## src/rtl/lcd_spi_master.sv

```systemverilog
// SPI mode-0 master for the LCD pins: one frame of up to DATA_W bits per load,
// with the chip-enable optionally held low across frames for burst writes.
module lcd_spi_master #(
    parameter int DATA_W = 16,
    parameter int DIV    = 4,
    parameter int LEN_W  = $clog2(DATA_W)
) (
    input  logic              clk,
    input  logic              reset,
    input  logic              load,
    input  logic [DATA_W-1:0] data,
    input  logic [LEN_W-1:0]  len,
    input  logic              dc,
    input  logic              keep_cs,
    output logic              busy,
    output logic              done,
    output logic              lcd_dcn,
    output logic              lcd_mosi,
    output logic              lcd_sck,
    output logic              lcd_cen
);

    localparam int DIV_CW = (DIV > 1) ? $clog2(DIV) : 1;
    localparam logic [DIV_CW-1:0] DIV_LAST = DIV_CW'(DIV - 1);
    localparam logic [LEN_W-1:0]  LEN_MAX  = LEN_W'(DATA_W - 1);

    typedef enum logic [2:0] {
        ST_IDLE = 3'd0,
        ST_LOW  = 3'd1,
        ST_HIGH = 3'd2,
        ST_TAIL = 3'd3,
        ST_GAP  = 3'd4
    } state_t;

    state_t              state_r,   state_s;
    logic [DIV_CW-1:0]   div_cnt_r, div_cnt_s;
    logic [LEN_W-1:0]    bit_cnt_r, bit_cnt_s;
    logic [DATA_W-1:0]   data_r,    data_s;
    logic                keep_cs_r, keep_cs_s;
    logic                busy_r,    busy_s;
    logic                done_r,    done_s;
    logic                dcn_r,     dcn_s;
    logic                mosi_r,    mosi_s;
    logic                sck_r,     sck_s;
    logic                cen_r,     cen_s;
    logic                div_last_s;
    logic [LEN_W-1:0]    len_clamp_s;

    // Lengths beyond the payload width would index past the top bit.
    function automatic logic [LEN_W-1:0] clamp_len(input logic [LEN_W-1:0] l);
        logic [LEN_W-1:0] r;
        if (int'(l) >= DATA_W) begin
            r = LEN_MAX;
        end else begin
            r = l;
        end
        return r;
    endfunction

    assign len_clamp_s = clamp_len(len);
    assign div_last_s  = (div_cnt_r == DIV_LAST);

    // Next-state and next-output logic for the frame sequencer.
    always_comb begin
        state_s   = state_r;
        div_cnt_s = div_last_s ? {DIV_CW{1'b0}} : (div_cnt_r + DIV_CW'(1));
        bit_cnt_s = bit_cnt_r;
        data_s    = data_r;
        keep_cs_s = keep_cs_r;
        busy_s    = busy_r;
        done_s    = 1'b0;
        dcn_s     = dcn_r;
        mosi_s    = mosi_r;
        sck_s     = sck_r;
        cen_s     = cen_r;
        case (state_r)
            ST_IDLE: begin
                div_cnt_s = {DIV_CW{1'b0}};
                if (load) begin
                    state_s   = ST_LOW;
                    data_s    = data;
                    keep_cs_s = keep_cs;
                    bit_cnt_s = len_clamp_s;
                    busy_s    = 1'b1;
                    cen_s     = 1'b0;
                    dcn_s     = dc;
                    mosi_s    = data[len_clamp_s];
                end else begin
                    state_s = ST_IDLE;
                end
            end
            ST_LOW: begin
                if (div_last_s) begin
                    sck_s   = 1'b1;
                    state_s = ST_HIGH;
                end else begin
                    state_s = ST_LOW;
                end
            end
            ST_HIGH: begin
                if (div_last_s) begin
                    sck_s = 1'b0;
                    // MOSI only moves together with the falling SCK edge.
                    if (bit_cnt_r == {LEN_W{1'b0}}) begin
                        state_s = ST_TAIL;
                    end else begin
                        bit_cnt_s = bit_cnt_r - LEN_W'(1);
                        mosi_s    = data_r[bit_cnt_r - LEN_W'(1)];
                        state_s   = ST_LOW;
                    end
                end else begin
                    state_s = ST_HIGH;
                end
            end
            ST_TAIL: begin
                if (div_last_s) begin
                    if (keep_cs_r) begin
                        state_s = ST_IDLE;
                        busy_s  = 1'b0;
                        done_s  = 1'b1;
                    end else begin
                        cen_s   = 1'b1;
                        state_s = ST_GAP;
                    end
                end else begin
                    state_s = ST_TAIL;
                end
            end
            ST_GAP: begin
                if (div_last_s) begin
                    state_s = ST_IDLE;
                    busy_s  = 1'b0;
                    done_s  = 1'b1;
                end else begin
                    state_s = ST_GAP;
                end
            end
            default: begin
                state_s   = ST_IDLE;
                div_cnt_s = {DIV_CW{1'b0}};
                busy_s    = 1'b0;
                sck_s     = 1'b0;
                cen_s     = 1'b1;
            end
        endcase
    end

    // State and output registers; reset aborts any frame without a done pulse.
    always_ff @(posedge clk or posedge reset) begin
        if (reset) begin
            state_r   <= ST_IDLE;
            div_cnt_r <= {DIV_CW{1'b0}};
            bit_cnt_r <= {LEN_W{1'b0}};
            data_r    <= {DATA_W{1'b0}};
            keep_cs_r <= 1'b0;
            busy_r    <= 1'b0;
            done_r    <= 1'b0;
            dcn_r     <= 1'b1;
            mosi_r    <= 1'b0;
            sck_r     <= 1'b0;
            cen_r     <= 1'b1;
        end else begin
            state_r   <= state_s;
            div_cnt_r <= div_cnt_s;
            bit_cnt_r <= bit_cnt_s;
            data_r    <= data_s;
            keep_cs_r <= keep_cs_s;
            busy_r    <= busy_s;
            done_r    <= done_s;
            dcn_r     <= dcn_s;
            mosi_r    <= mosi_s;
            sck_r     <= sck_s;
            cen_r     <= cen_s;
        end
    end

    assign busy     = busy_r;
    assign done     = done_r;
    assign lcd_dcn  = dcn_r;
    assign lcd_mosi = mosi_r;
    assign lcd_sck  = sck_r;
    assign lcd_cen  = cen_r;

endmodule

```

## config.mk

```make
export PLATFORM = sky130hd
export DESIGN_NAME = lcd_spi_master
export DESIGN_NICKNAME = d
export VERILOG_FILES = /design/src/rtl/lcd_spi_master.sv
export SDC_FILE = /design/constraint.sdc
export NUM_CORES = 1
export LEC_CHECK = 0
export ABC_AREA = 1
export BUFFER_PORTS_ARGS = -buffer_cell sky130_fd_sc_hd__buf_4
export CORE_MARGIN = 2
export CORE_UTILIZATION = 60
export CTS_CLUSTER_DIAMETER = 50
export CTS_CLUSTER_SIZE = 20
export DETAILED_ROUTE_END_ITERATION = 10
export GPL_TIMING_DRIVEN = 0
export PLACE_DENSITY_LB_ADDON = 0.25
export SETUP_SLACK_MARGIN = 0.15
export SLEW_MARGIN = 5
export SYNTH_ARGS = -nofsm -noshare
export SYNTH_HDL_FRONTEND = slang
export SYNTH_SLANG_ARGS = --single-unit
```

## constraint.sdc

```tcl
create_clock -name clk -period 3.2 [get_ports clk]
set_input_delay 0.32 -clock clk [delete_from_list [all_inputs] [get_ports clk]]
set_output_delay 0.32 -clock clk [all_outputs]
set_load 0.01 [all_outputs]
```

==> results.ini, run 1 <==
[floorplan]
top_level_ports=31
start_util=0.6246
coreArea_mm2=0.003003
rows=20
die_y_um=59.91
die-area_mm2=0.003589
fp.dieW_um=59.91

[placement]
place_ws_ps=1438
gp_congestion=0.8945
io_buffers=30
dp_hpwl_um=3083

[drt]
num_vias=1720
dr.first_iter.drc_count=122
ant_nets=0
remaining_drc_errors=0
vias_per_cell=5.292
dr.pass1.iters=4
post_drt_wl_per_cell_um=12.68
wl_um=4121

[critical_path]
r2r_start=bit_cnt_r[0]
crit_type=register to register
start_kind=register
max_stage_delay_ps=440
regToRegSetupSlack_ps=1410
worst-path-max-fanout=9
critPathSlowestCell=dfrtp_1
critPathCaptureType=register
reg2reg_depth=7
cp.required_ps=3420
crit_arrival_ps=2010
path_cells=inv_1, ha_1, nand3_1, a21oi_1, nor2_4, o211ai_1, o21ai_0
r2r_end=bit_cnt_r[1]

[power_and_ir_drop]
ir_drop_uv=288.0
power_leakage_nw=1.185
powerDensity_mw_per_mm2=344.4

[synthesis]
synthFlopType=dfrtp_1
synth.avg_cell_area_um2=7.384
syn_area_mm2=0.001876
ys_ff_latch=32
yosysWarningCount=0
synth_top_area_share=0.4003
syn_nets=281
ys_top_cells_by_area=dfrtp_1, nand2_1, inv_1, nand3_1, o21ai_0
yosys.area.top_type=dfrtp_1
ys_types=27
synth_cells=254
ys_top_cells_by_count=nand2_1, inv_1, dfrtp_1, nand3_1, o21ai_0
synth_most_common_cell=nand2_1
async_flop_share=1.000
yosysSeqAreaShare=0.4283
synth_edf_count=0

[grt]
gr-total-overflow=0
first_global_vias=1599
grt_pass1_wl_um=6851
antenna_found_initial=0
track_usage=0.2629
grt_max_degree=33

[timing]
fin_crit_sh=0.5599
setup_ws_ps=1408
slew_headroom=0.5456
tns_ps=0
rsz0062_at_grt=false
slew_viol_final=0
tightest_slew_ps=680.6
setup_viol=0
min_period_ps=1792
worst_clock_skew_ps=8.332
finalHoldViolations=0
fmax_mhz=558.2

[final_layout]
diodes=0
final_util=0.7329
drive_gt1_frac=0.2260
nNetsFinal=318
multi_input_area_um2=832.0
syn2layout_area_growth_pct=17.34
regArea_um2=803.3
fill_cells=263

[clock_network]
cts_buffer_depth=2
cts.sinks=32
htree_levels=2
cts_hold_buf=0
ctsResizeCount=0
root_buffer=clkbuf_4
clk_pin_slew_ps=100
cts_tree=done
post-cts-setup-buffer-count=0
cts_buffers=5
worstSkewPairLatency_ps=340

[worst_hold_path]
hp-class=input port to asynchronous set/reset pin

[job]
max_cap_viol_count=0

[outcome]
status=finished clean

==> area by class of cell <==
class	count	area share
multi-input combinational	165	0.3781
tap	33	0.01876
buffer	7	0.02274
sequential	32	0.3650
inverter	50	0.08641
timing repair buffer	30	0.1023
clock buffer	8	0.02672
==> placed cells by master (no fill, tap or decap), types with 4 or more instances in the layout <==
master / count
dfrtp_1: 30
nor2_1: 15
inv_1: 45
o21ai_0: 23
clkbuf_4: 5
nand2_1: 67
inv_2: 4
o21ai_2: 7
o211ai_1: 6
nand3_1: 25
buf_4: 31
==> cell families after synthesis <==
kind of cell,share of synthesized area
xor+xnor,0.01868
simple gates,0.2855
fa+ha+maj,0.01334
flops,0.4283
buf+inv,0.1281
compound gates,0.1261
==> metal layers <==
layer | track usage | up-vias | wire (µm)
met3 | 0.07792 | 6 | 263
met1 | 0.3343 | 794 | 1805
met5 | 0 | - | 0
met2 | 0.4146 | 54 | 1995
li1 | - | 866 | -
met4 | 0.1143 | 0 | 57
==> power breakdown <==
group,leakage (nW),switching (mW),internal [mW]
clock network,0.0326,0.138,0.108
registers,0.371,0.00540,0.419
logic,0.782,0.0479,0.0398
total,1.19,0.191,0.567
==> worst max path at each step <==
stage | startpoint | endpoint | slack [ps] | cells after the start
2_1_floorplan | bit_cnt_r[0] | lcd_mosi | 1700 | 9
3_3_place_gp | bit_cnt_r[0] | lcd_mosi | 1490 | 8
3_5_place_dp | bit_cnt_r[0] | bit_cnt_r[1] | 1440 | 7
4_1_cts | bit_cnt_r[0] | bit_cnt_r[1] | 1410 | 7
5_1_grt | bit_cnt_r[0] | lcd_mosi | 1290 | 9
6_report | bit_cnt_r[0] | bit_cnt_r[1] | 1410 | 7
==> sequential cells by signal (all words and copies together), names as in the netlist <==
register	count
div_cnt_r	2
lcd_dcn	1
bit_cnt_r	4
lcd_cen	1
data_r	16
state_r	3
busy	1
lcd_sck	1
keep_cs_r	1
done	1
lcd_mosi	1
==> worst max-delay path: cells and delay by family, from the launching register on <==
family | cells | cell delay (ps)
fa+ha+maj | 1 | 270
compound gates | 3 | 540
flops | 1 | 440
buf+inv | 1 | 200
simple gates | 2 | 230
==> through the flow <==
stage | area [µm²] | total power, mW | cells | hold slack (ps)
6_report | 2201 | 0.7579 | 325 | 82.56
5_1_grt | 2201 | 0.7983 | 325 | 122.5
4_1_cts | 2201 | 0.7648 | 325 | 175.7
3_5_place_dp | 2142 | 0.5200 | 317 | 432.9
3_3_place_gp | 2142 | 0.5177 | 317 | 430.5
2_1_floorplan | 1876 | 0.4790 | 254 | 414.2
No activity file was read; power rests on OpenSTA's default activity.
==> run 2, diff against run 1 <==
- CORE_UTILIZATION: 60 -> 50
- clock period: 3.2 -> 1.6 ns (I/O delays scaled with it)
==> run 2 against run 1 <==
  * The flow now finishes with violations (negative hold slack)
  * Hold slack lost 120 ps
  * Sequential power grew 100%
  * Flip-flop and latch count is the same
  * Die area rose by 19%
  * Via count increased by 3.1%
  * Routed wire length up 11%
  * Total power grew 120%
  * Global-route usage decreased by 3.6 points
  * Cell area grew 13%
  * Critical endpoint is now bit_cnt_r[2]
==> results.ini, run 2 (synthesis gave the netlist of run 1 again) <==
[floorplan]
rows=22  ; +10%
start_util=0.5162  ; -0.1084
fp.dieW_um=65.25  ; +8.9%
die_y_um=65.25  ; +8.9%
coreArea_mm2=0.003633  ; +21%
top_level_ports=31  ; unchanged
die-area_mm2=0.004257  ; +19%

[placement]
place_area_mm2=0.002165  ; +1.1%
dp_hpwl_um=3188  ; +3.4%
gp_congestion=0.9306  ; +4.0%
io_buffers=30  ; unchanged
placed_cells=332  ; +4.7%

[critical_path]
critPathSlowestCell=dfrtp_1
worst-path-buf-inv=2  ; +1
critPathCaptureType=register
start_kind=register
cp.required_ps=1770  ; -1650 ps
crit_type=register to register
cp_common_cell=nor2_4
path_delay_family=simple AND/OR/NAND/NOR gates
max_stage_delay_ps=430  ; about the same
path_cells=nor2_2, inv_2, nor2_4, nand2_1, nand2_2, nor2_4, buf_4, o211ai_1, o21ai_0
crit_arrival_ps=1660  ; -350 ps
worst-path-max-fanout=8  ; -1

[final_layout]
final_cell_mix=nand2_1, buf_4, inv_1
top_regs=data_r: 16 flops, bit_cnt_r: 4 flops, state_r: 3 flops
fill_cells=318  ; +21%
final_common_cell=nand2_1
diodes=0  ; unchanged
top_register=data_r
stdcell_count=356  ; +9.5%
syn2layout_area_growth_pct=33.02
post-route-cell-area_mm2=0.002495  ; +13%
largest_reg_flops=16  ; unchanged
drive_gt1_frac=0.3214  ; +0.09540
final_util=0.6866  ; -0.04628
nNetsFinal=334  ; +5.0%

[timing]
worst_clock_skew_ps=2.850  ; -5.482 ps
rsz0062_at_grt=true
finalHoldViolations=30  ; +30
slew_viol_final=0  ; unchanged
min_period_ps=1492  ; -299.6 ps
tightest_slew_ps=663.3  ; -17.28 ps
fmax_mhz=670.3  ; +20%
hold_slack_ps=-32.57  ; -115.1 ps
fin_crit_sh=0.9325  ; +0.3726
slew_headroom=0.5571  ; +0.01154
setup_viol=0  ; unchanged

[grt]
grt_max_degree=33  ; unchanged
track_usage=0.2270  ; -0.03599
gr-total-overflow=0  ; unchanged
grt_pass1_wl_um=7286  ; +6.3%
antenna_found_initial=0  ; unchanged
first_global_vias=1622  ; +1.4%

[power_and_ir_drop]
powerDensity_mw_per_mm2=672.8  ; +95%
power_leakage_nw=1.315  ; +11%
ir_drop_uv=458.1  ; +59%

[drt]
ant_nets=0  ; unchanged
remaining_drc_errors=0  ; unchanged
vias_per_cell=4.980  ; -5.9%
post_drt_wl_per_cell_um=12.87  ; +1.5%
wl_um=4582  ; +11%
num_vias=1773  ; +3.1%
dr.pass1.iters=4  ; unchanged
dr.first_iter.drc_count=64  ; -48%

[job]
max_cap_viol_count=0  ; unchanged

[clock_network]
cts_buffer_depth=2  ; unchanged
cts.sinks=32  ; unchanged
htree_levels=2  ; unchanged
clk_pin_slew_ps=70  ; -30 ps
root_buffer=clkbuf_8
worstSkewPairLatency_ps=290  ; -50 ps
cts_tree=done
cts_buffers=5  ; unchanged
cts_hold_buf=0  ; unchanged

[worst_hold_path]
hp-class=input port to asynchronous set/reset pin

[outcome]
violations=negative hold slack
status=finished with violations

==> run 2: layer usage <==
metal / up-vias / GRT usage / part of all wire
li1: 901 / - / -
met1: 837 / 0.2903 / 0.43
met2: 29 / 0.3750 / 0.52
met3: 6 / 0.05651 / 0.035
met4: 0 / 0.07813 / 0.013
met5: - / 0 / 0
==> run 2: cell type report <==
class	instances	area, µm²	share of cell area
Inverter	50	192.7	0.07723
Multi-Input combinational cell	165	892.1	0.3576
Clock inverter	2	10.01	0.004012
Buffer	7	70.07	0.02808
Tap cell	48	60.06	0.02407
Sequential cell	32	803.3	0.3220
Timing Repair Buffer	46	384.1	0.1540
Clock buffer	6	82.58	0.03310
==> run 2: final timing paths <==
| check | start | endpoint | slack (ps) | cells past startpoint |
|---|---|---|---|---|
| setup / recovery | state_r[0] | bit_cnt_r[2] | 110 | 9 |
| hold / removal | reset | data_r[0] | -30 | 2 |
| setup reg to reg | state_r[0] | bit_cnt_r[2] | 110 | 9 |
| hold reg to reg | div_cnt_r[0] | div_cnt_r[0] | 450 | 1 |
| max in group asynchronous | reset | bit_cnt_r[0] | 1200 | 2 |
| min in group clk | keep_cs | keep_cs_r | 80 | 3 |
==> run 2: where the power goes <==
group	switching [mW]	leakage [nW]	internal, mW
sequential	0.0132	0.371	0.839
clock	0.305	0.0510	0.343
combinational	0.0971	0.893	0.0821
==> run 2: timing repair <==
item,in CTS,in global routing
pin swaps,8,4
endpoints found under the setup margin,19,27
setup buffers,4,10
hold endpoints to repair,0,0
cloned,0,2
resized for setup,8,22
==> run 2: stage by stage <==
step | TNS, ps | total power, mW | hold slack, ps | setup WS [ps]
4_1_cts | 0 | 1.686 | 69.98 | 131.4
6_report | 0 | 1.678 | -32.57 | 108.1
5_1_grt | 0 | 1.763 | 32.30 | 46.29
2_1_floorplan | 0 | 0.9580 | 254.4 | 163.3
3_3_place_gp | -71.59 | 1.037 | 364.0 | -71.59
3_5_place_dp | -92.80 | 1.041 | 375.7 | -81.64
